$ cat config.mk
export PLATFORM = sky130hd
export DESIGN_NAME = sm3_stream_hash_ctrl_flat
export DESIGN_NICKNAME = d
export VERILOG_FILES = /design/src/rtl/sm3_stream_hash_ctrl_if.sv /design/src/rtl/sm3_stream_hash_ctrl.sv /design/src/flat_wrapper.sv
export SDC_FILE = /design/constraint.sdc
export NUM_CORES = 2
export LEC_CHECK = 0
export CAP_MARGIN = 20
export CORE_AREA = 2 2 523 525
export CTS_CLUSTER_SIZE = 16
export DETAILED_ROUTE_END_ITERATION = 8
export DIE_AREA = 0 0 525 527
export GPL_TIMING_DRIVEN = 0
export PLACE_DENSITY = 0.41
export SLEW_MARGIN = 20
export SYNTH_ARGS = -nofsm -noshare
export SYNTH_HDL_FRONTEND = slang
export SYNTH_SLANG_ARGS = --single-unit
$ cat constraint.sdc
create_clock -name clk -period 4.25 [get_ports clk]
set_input_delay 0.425 -clock clk [delete_from_list [all_inputs] [get_ports clk]]
set_output_delay 0.425 -clock clk [all_outputs]
set_load 0.005 [all_outputs]
$ cat src/rtl/sm3_stream_hash_ctrl_if.sv
// Stream, compression-core and digest signals of sm3_stream_hash_ctrl.
// Optional resume signals exist only when SM3_RESUME_EN is defined.
interface sm3_stream_hash_ctrl_if #(
    parameter int DATA_W = 32,
    parameter int NB_W   = $clog2(DATA_W / 8) + 1
);
    logic              start;
    logic [DATA_W-1:0] in_data;
    logic              in_valid;
    logic              in_ready;
    logic              in_last;
    logic [NB_W-1:0]   in_nbytes;
    logic              cf_start;
    logic [511:0]      cf_block;
    logic [255:0]      cf_v_in;
    logic              cf_done;
    logic [255:0]      cf_v_out;
    logic [255:0]      digest;
    logic              digest_valid;
    logic              digest_ready;
    logic              busy;
`ifdef SM3_RESUME_EN
    logic [255:0]      iv_in;
    logic [63:0]       len_in;
    logic              resume;
`endif

    modport slave (
        input  start, in_data, in_valid, in_last, in_nbytes, cf_done, cf_v_out, digest_ready,
`ifdef SM3_RESUME_EN
        input  iv_in, len_in, resume,
`endif
        output in_ready, cf_start, cf_block, cf_v_in, digest, digest_valid, busy
    );

    modport master (
        output start, in_data, in_valid, in_last, in_nbytes, cf_done, cf_v_out, digest_ready,
`ifdef SM3_RESUME_EN
        output iv_in, len_in, resume,
`endif
        input  in_ready, cf_start, cf_block, cf_v_in, digest, digest_valid, busy
    );
endinterface

$ cat src/rtl/sm3_stream_hash_ctrl.sv
// SM3 streaming controller: block assembly, hardware padding and compression-core sequencing.
// Define SM3_RESUME_EN to allow starting from a saved chaining value and length.
module sm3_stream_hash_ctrl #(
    parameter int           DATA_W = 32,
    parameter int           NB_W   = $clog2(DATA_W / 8) + 1,
    parameter logic [255:0] IV     = 256'h7380166f4914b2b9172442d7da8a0600a96f30bc163138aae38dee4db0fb0e4e
) (
    input logic                   clk,
    input logic                   rst_n,
    sm3_stream_hash_ctrl_if.slave bus
);
    localparam int BPB   = DATA_W / 8;
    localparam int NSLOT = 512 / DATA_W;
    localparam int SH    = $clog2(BPB);

    typedef enum logic [2:0] {
        S_IDLE, S_ABSORB, S_CF_WAIT, S_PAD, S_PAD_CF_WAIT, S_DONE
    } state_t;

    state_t         state_q, state_d;
    logic [255:0]   v_q, v_d;
    logic [63:0]    len_q, len_d;
    logic [6:0]     ptr_q, ptr_d;
    logic [511:0]   buf_q, buf_d;
    logic           last_seen_q, last_seen_d;
    logic           pad2_q, pad2_d;
    logic           cf_start_q, cf_start_d;
    logic [255:0]   digest_q, digest_d;

    logic [NB_W-1:0] last_nb;
    logic [6:0]      nbytes;
    logic [6:0]      ptr_sum;
    logic [5:0]      slot;
    logic [511:0]    pad_blk;

    assign last_nb = bus.in_nbytes;
    assign nbytes  = bus.in_last ? 7'(last_nb) : 7'(BPB);
    assign ptr_sum = ptr_q + nbytes;
    assign slot    = 6'(ptr_q[5:SH]);

    // Pad block: message bytes below ptr, 0x80 at ptr, zeros, length when it fits.
    // A pending second block (pad2_q) is zeros plus length only.
    always_comb begin
        pad_blk = '0;
        if (!pad2_q) begin
            for (int b = 0; b < 64; b++) begin
                if (7'(b) < ptr_q)       pad_blk[511-8*b -: 8] = buf_q[511-8*b -: 8];
                else if (7'(b) == ptr_q) pad_blk[511-8*b -: 8] = 8'h80;
            end
        end
        if (pad2_q || ptr_q <= 7'd55) pad_blk[63:0] = len_q;
    end

    // NOTE: every next-state signal takes its held value first so no path infers a latch.
    always_comb begin
        state_d     = state_q;
        v_d         = v_q;
        len_d       = len_q;
        ptr_d       = ptr_q;
        buf_d       = buf_q;
        last_seen_d = last_seen_q;
        pad2_d      = pad2_q;
        digest_d    = digest_q;
        cf_start_d  = 1'b0;

        case (state_q)
            S_IDLE: begin
                if (bus.start) begin
`ifdef SM3_RESUME_EN
                    v_d   = bus.resume ? bus.iv_in  : IV;
                    len_d = bus.resume ? bus.len_in : 64'd0;
`else
                    v_d   = IV;
                    len_d = 64'd0;
`endif
                    ptr_d       = 7'd0;
                    last_seen_d = 1'b0;
                    pad2_d      = 1'b0;
                    state_d     = S_ABSORB;
                end
            end
            S_ABSORB: begin
                if (bus.in_valid) begin
                    // Bytes beyond nbytes land in the buffer but are masked out by padding.
                    buf_d[(NSLOT - 1 - int'(slot)) * DATA_W +: DATA_W] = bus.in_data;
                    len_d = len_q + (64'(nbytes) << 3);
                    ptr_d = ptr_sum;
                    if (ptr_sum == 7'd64) begin
                        cf_start_d  = 1'b1;
                        last_seen_d = bus.in_last;
                        state_d     = S_CF_WAIT;
                    end else if (bus.in_last) begin
                        state_d = S_PAD;
                    end
                end
            end
            S_CF_WAIT: begin
                if (bus.cf_done) begin
                    v_d     = bus.cf_v_out;
                    ptr_d   = 7'd0;
                    state_d = last_seen_q ? S_PAD : S_ABSORB;
                end
            end
            S_PAD: begin
                buf_d      = pad_blk;
                cf_start_d = 1'b1;
                pad2_d     = !pad2_q && (ptr_q > 7'd55);
                state_d    = S_PAD_CF_WAIT;
            end
            S_PAD_CF_WAIT: begin
                if (bus.cf_done) begin
                    v_d = bus.cf_v_out;
                    if (pad2_q) begin
                        state_d = S_PAD;
                    end else begin
                        digest_d = bus.cf_v_out;
                        state_d  = S_DONE;
                    end
                end
            end
            S_DONE: begin
                if (bus.digest_ready) state_d = S_IDLE;
            end
            default: state_d = S_IDLE;
        endcase
    end

    // NOTE: state updates use non-blocking assignments so all registers see pre-edge values.
    always_ff @(posedge clk) begin
        if (!rst_n) begin
            state_q     <= S_IDLE;
            v_q         <= IV;
            len_q       <= '0;
            ptr_q       <= '0;
            // NOTE: the block buffer is reset too because it drives cf_block directly.
            buf_q       <= '0;
            last_seen_q <= 1'b0;
            pad2_q      <= 1'b0;
            cf_start_q  <= 1'b0;
            digest_q    <= '0;
        end else begin
            state_q     <= state_d;
            v_q         <= v_d;
            len_q       <= len_d;
            ptr_q       <= ptr_d;
            buf_q       <= buf_d;
            last_seen_q <= last_seen_d;
            pad2_q      <= pad2_d;
            cf_start_q  <= cf_start_d;
            digest_q    <= digest_d;
        end
    end

    assign bus.in_ready     = (state_q == S_ABSORB);
    assign bus.cf_start     = cf_start_q;
    assign bus.cf_block     = buf_q;
    assign bus.cf_v_in      = v_q;
    assign bus.digest       = digest_q;
    assign bus.digest_valid = (state_q == S_DONE);
    assign bus.busy         = (state_q != S_IDLE);
endmodule

$ cat src/flat_wrapper.sv
// flat-port wrapper written by rule: the top's interface ports become plain ports
module sm3_stream_hash_ctrl_flat 
#(
    parameter int           DATA_W = 32,
    parameter int           NB_W   = $clog2(DATA_W / 8) + 1,
    parameter logic [255:0] IV     = 256'h7380166f4914b2b9172442d7da8a0600a96f30bc163138aae38dee4db0fb0e4e
)
  (clk, rst_n, bus_start, bus_in_data, bus_in_valid, bus_in_last, bus_in_nbytes, bus_cf_done, bus_cf_v_out, bus_digest_ready, bus_in_ready, bus_cf_start, bus_cf_block, bus_cf_v_in, bus_digest, bus_digest_valid, bus_busy);
  sm3_stream_hash_ctrl_if #(.DATA_W(DATA_W), .NB_W(NB_W)) bus_i ();
  input logic clk;
  input logic rst_n;
  input wire logic [$bits(bus_i.start)-1:0] bus_start;
  input wire logic [$bits(bus_i.in_data)-1:0] bus_in_data;
  input wire logic [$bits(bus_i.in_valid)-1:0] bus_in_valid;
  input wire logic [$bits(bus_i.in_last)-1:0] bus_in_last;
  input wire logic [$bits(bus_i.in_nbytes)-1:0] bus_in_nbytes;
  input wire logic [$bits(bus_i.cf_done)-1:0] bus_cf_done;
  input wire logic [$bits(bus_i.cf_v_out)-1:0] bus_cf_v_out;
  input wire logic [$bits(bus_i.digest_ready)-1:0] bus_digest_ready;
  output wire logic [$bits(bus_i.in_ready)-1:0] bus_in_ready;
  output wire logic [$bits(bus_i.cf_start)-1:0] bus_cf_start;
  output wire logic [$bits(bus_i.cf_block)-1:0] bus_cf_block;
  output wire logic [$bits(bus_i.cf_v_in)-1:0] bus_cf_v_in;
  output wire logic [$bits(bus_i.digest)-1:0] bus_digest;
  output wire logic [$bits(bus_i.digest_valid)-1:0] bus_digest_valid;
  output wire logic [$bits(bus_i.busy)-1:0] bus_busy;
  assign bus_i.start = bus_start;
  assign bus_i.in_data = bus_in_data;
  assign bus_i.in_valid = bus_in_valid;
  assign bus_i.in_last = bus_in_last;
  assign bus_i.in_nbytes = bus_in_nbytes;
  assign bus_i.cf_done = bus_cf_done;
  assign bus_i.cf_v_out = bus_cf_v_out;
  assign bus_i.digest_ready = bus_digest_ready;
  assign bus_in_ready = bus_i.in_ready;
  assign bus_cf_start = bus_i.cf_start;
  assign bus_cf_block = bus_i.cf_block;
  assign bus_cf_v_in = bus_i.cf_v_in;
  assign bus_digest = bus_i.digest;
  assign bus_digest_valid = bus_i.digest_valid;
  assign bus_busy = bus_i.busy;
  sm3_stream_hash_ctrl #(.DATA_W(DATA_W), .NB_W(NB_W), .IV(IV)) u_core (.clk(clk), .rst_n(rst_n), .bus(bus_i));
endmodule
==> out/qor.txt <==
# placed instances = 10,080
total power draw = 27.51 mW
die height = 527 um
YS warnings = 0
Worst path top cell family by delay = simple AND/OR/NAND/NOR gates
top_reg_cell synth = dfxtp_1
1st-iter DRT viols = 4,119
total number of vias = 47,360
final worst-path setup slack = 0.04530 ns
Post-synth ARST share = 0%
top cells by area, synth = dfxtp_1 49%, a21boi_0 8.1%, nand2_1 7.7%, nor2b_1 4.7%, a22oi_1 3.5%
clock power share = 47.1%
fin crit share = 98.93%
final hold viol count = 0
Worst EP required = 5.00 ns
CTS H-Tree Depth = 4
Final Max Tran Viols = 0
Post-Route WL = 330.2 mm
worst r2r src = u_core.ptr_q[2]
status = complete, no violations
leakage power total = 22.54 nW
Crit Path Category = flop to flop
top cell type's share of synthesized area = 49.01%
Mapped Avg Cell Area = 8.680 um^2
first-pass GRT wire length = 433.3 mm
sequential area share after synthesis = 49.01%
CP max stage cell = nor2_1
Final Non-Filler Cells = 10,370
Post-synth EDFFs = 0
HPWL Detailed = 271.3 mm
critical path capture point type = flop
share of layout cells above drive strength 1 = 6.874%
sequential group share of total power = 38.6%
Int Pwr = 19.32 mW
WL/cell = 31.85 um
pin count of the biggest net entering global routing = 14
dpl ws = -1.369 ns
Setup Total Neg Slack = 0 ns
Final Critical Period = 4.205 ns
clk sinks = 1,098
grt total ovfl = 0
Worst-path clk slew = 0.06 ns
fill cell count = 29,420
Syn Nets = 5,477
Comb power frac = 14.3%
worst-margin pin slew = 1.301 ns
core area = 271,700 um^2
CTS tree = done
Setup crit start = u_core.ptr_q[2]
CTS Buffer Depth = 4
hold-fix buffer count after cts = 0
Placer Congestion = 0.9379
Final nets = 6,971
cell row count = 192
unrepaired setup endpoints after global routing = no
vias in the first global route = 46,170
Synth cell types = 88
NetSw = 8.193 mW
cells along the critical path = clkbuf_2 -> buf_4 -> clkinvlp_4 -> ha_1 -> clkbuf_2 -> nand2b_1 -> nor2_2 -> nand3_2 -> nor2_1 -> a32oi_1 -> nor2b_1
Ports = 1,326
Clock Skew = 0.09393 ns
cell area after synthesis = 44,850 um^2
Worst Path Max Fanout = 10
via-per-instance ratio = 4.569
Hold WC Path Type = input port to flop
FMAX = 237.8 MHz
biggest area consumer among synthesized cells = dfxtp_1
Final ANT Viol Nets = 0
MaxCap Viol Count = 0
Slowest Stage Delay on Critical Path = 0.77 ns
Max-Slew Margin vs Limit = 13.26%
die area = 276,700 um^2
number of port buffers = 1,310
Startpoint Class = flop
initial antenna violation count = 53
Synth Register Bits = 1,098
Initial Util = 16.51%
DR DRC count = 0
All-Layer GR Usage = 22.83%
pwr/cell area = 403.7 nW/um^2
CTS buffer count = 151
Clock Latency Late Sink = 0.85 ns
hold wc startpoint = bus_cf_v_out[70]
1st-pass router iterations = 6
Mapped Cells = 5,167
Area growth, synth to finish = 51.96%
Max VDD drop = 0.2648 mV
Switching Share = 29.78%
Die Width = 525 um
Critical Path AT = 4.96 ns
Root Buffer = clkbuf_16
Crit path buffers/inverters = 4
Worst path most repeated cell = clkbuf_2
setup violators final = 0
[tightest hold or removal path, stage by stage]
cell	delay, ns
clkdlybuf4s50_1	0.43
nand2_1	0.06
a21boi_0	0.07
[cell type report]
| class | count | area [um^2] | share of cell area, % |
|---|---|---|---|
| antenna | 13 | 32.53 | 0.04773 |
| buffer | 448 | 1846 | 2.708 |
| clock buffer | 219 | 4378 | 6.424 |
| clock inverter | 38 | 488.0 | 0.7160 |
| inverter | 26 | 101.3 | 0.1487 |
| multi-input combinational | 3590 | 21280 | 31.23 |
| sequential | 1098 | 21980 | 32.25 |
| tap | 3589 | 4491 | 6.589 |
| timing repair buffer | 1346 | 13550 | 19.89 |
[cells in the final DEF, fill, tap and decap left out, types with 181 or more instances in the layout]
cell type,Yosys,final
nor2_1,252,236
a22oi_1,212,212
nand2_1,924,924
nand3_1,255,250
nor2b_1,339,339
o21ai_0,181,181
a21boi_0,483,483
dfxtp_1,1098,1098
clkdlybuf4s50_1,0,1310
clkbuf_1,373,350
[cells in the mapped netlist, types with 17 or more instances]
master and number:
clkbuf_1 373, nand4_1 61, a22oi_1 212, nand3_1 255, nand2_1 924, o21ai_0 181
nor3_1 137, dfxtp_1 1098, o31ai_1 17, nor2_1 252, or3_1 27, mux2i_1 76
a21boi_0 483, a32oi_1 84, buf_1 30, buf_2 45, inv_1 25, a21oi_1 79
o22ai_1 32, nor2b_1 339, o211a_1 82, xnor2_1 21, or4_1 20, nand2b_1 28
and3_1 29
[per-layer routing]
metal / up-vias / wire length [um] / GRT usage, %
li1: 21090 / - / -
met1: 23550 / 131300 / 26.61
met2: 2192 / 158500 / 39.33
met3: 502 / 26180 / 6.643
met4: 36 / 13980 / 8.470
met5: - / 230 / 0
[worst paths after layout]
| check | endpoint | slack (ns) | depth (start not counted) |
|---|---|---|---|
| hold reg to reg | u_core.bus.digest[56] | 0.46 | 2 |
| setup reg to reg | u_core.bus.cf_block[448] | 0.05 | 11 |
| setup / recovery | u_core.bus.cf_block[448] | 0.05 | 11 |
| hold / removal | u_core.bus.digest[70] | 0.21 | 3 |
[logic make-up (layout without fill, tap and decap cells)]
group,Yosys count,count (layout),synth area share [%]
compound gates,1294,1294,20.95
xor+xnor,29,29,0.5663
fa+ha+maj,13,13,0.3571
buf+inv,479,2077,4.201
flops,1098,1098,49.01
mux,78,78,1.746
other cells,0,13,0
simple gates,2176,2176,23.16
[metrics by stage]
stage | utilization (%) | cell area, um^2 | hold WS (ns)
2_1_floorplan | - | 44850 | 0.4355
3_3_place_gp | 22.99 | 62450 | 0.4439
3_5_place_dp | 23.12 | 62820 | 0.4531
4_1_cts | 25.03 | 68000 | 0.1266
5_1_grt | 25.07 | 68120 | 0.1739
6_report | 25.08 | 68150 | 0.2093
[power groups by stage]
stage / Clock [mW] / Combinational (mW) / Sequential, mW
2_1_floorplan: 0 / 1.43 / 10.8
3_3_place_gp: 0 / 3.86 / 10.8
3_5_place_dp: 0 / 3.91 / 10.8
4_1_cts: 13.2 / 3.95 / 10.6
5_1_grt: 13.6 / 4.11 / 10.6
6_report: 13.0 / 3.93 / 10.6
[sequential cells by signal, indices dropped and copies added, names as in the netlist, 3 cells and up]
name	flops
u_core.bus.cf_block	512
u_core.bus.cf_v_in	256
u_core.bus.digest	256
u_core.len_q	61
u_core.ptr_q	7
u_core.state_q	3
[timing repair]
action | CTS | global route
resized for setup | 49 | 18
endpoints found under the setup margin | 503 | 88
buffers inserted | 12 | 8
pin swaps | 5 | 1
No activity file was read; power rests on OpenSTA's default activity.
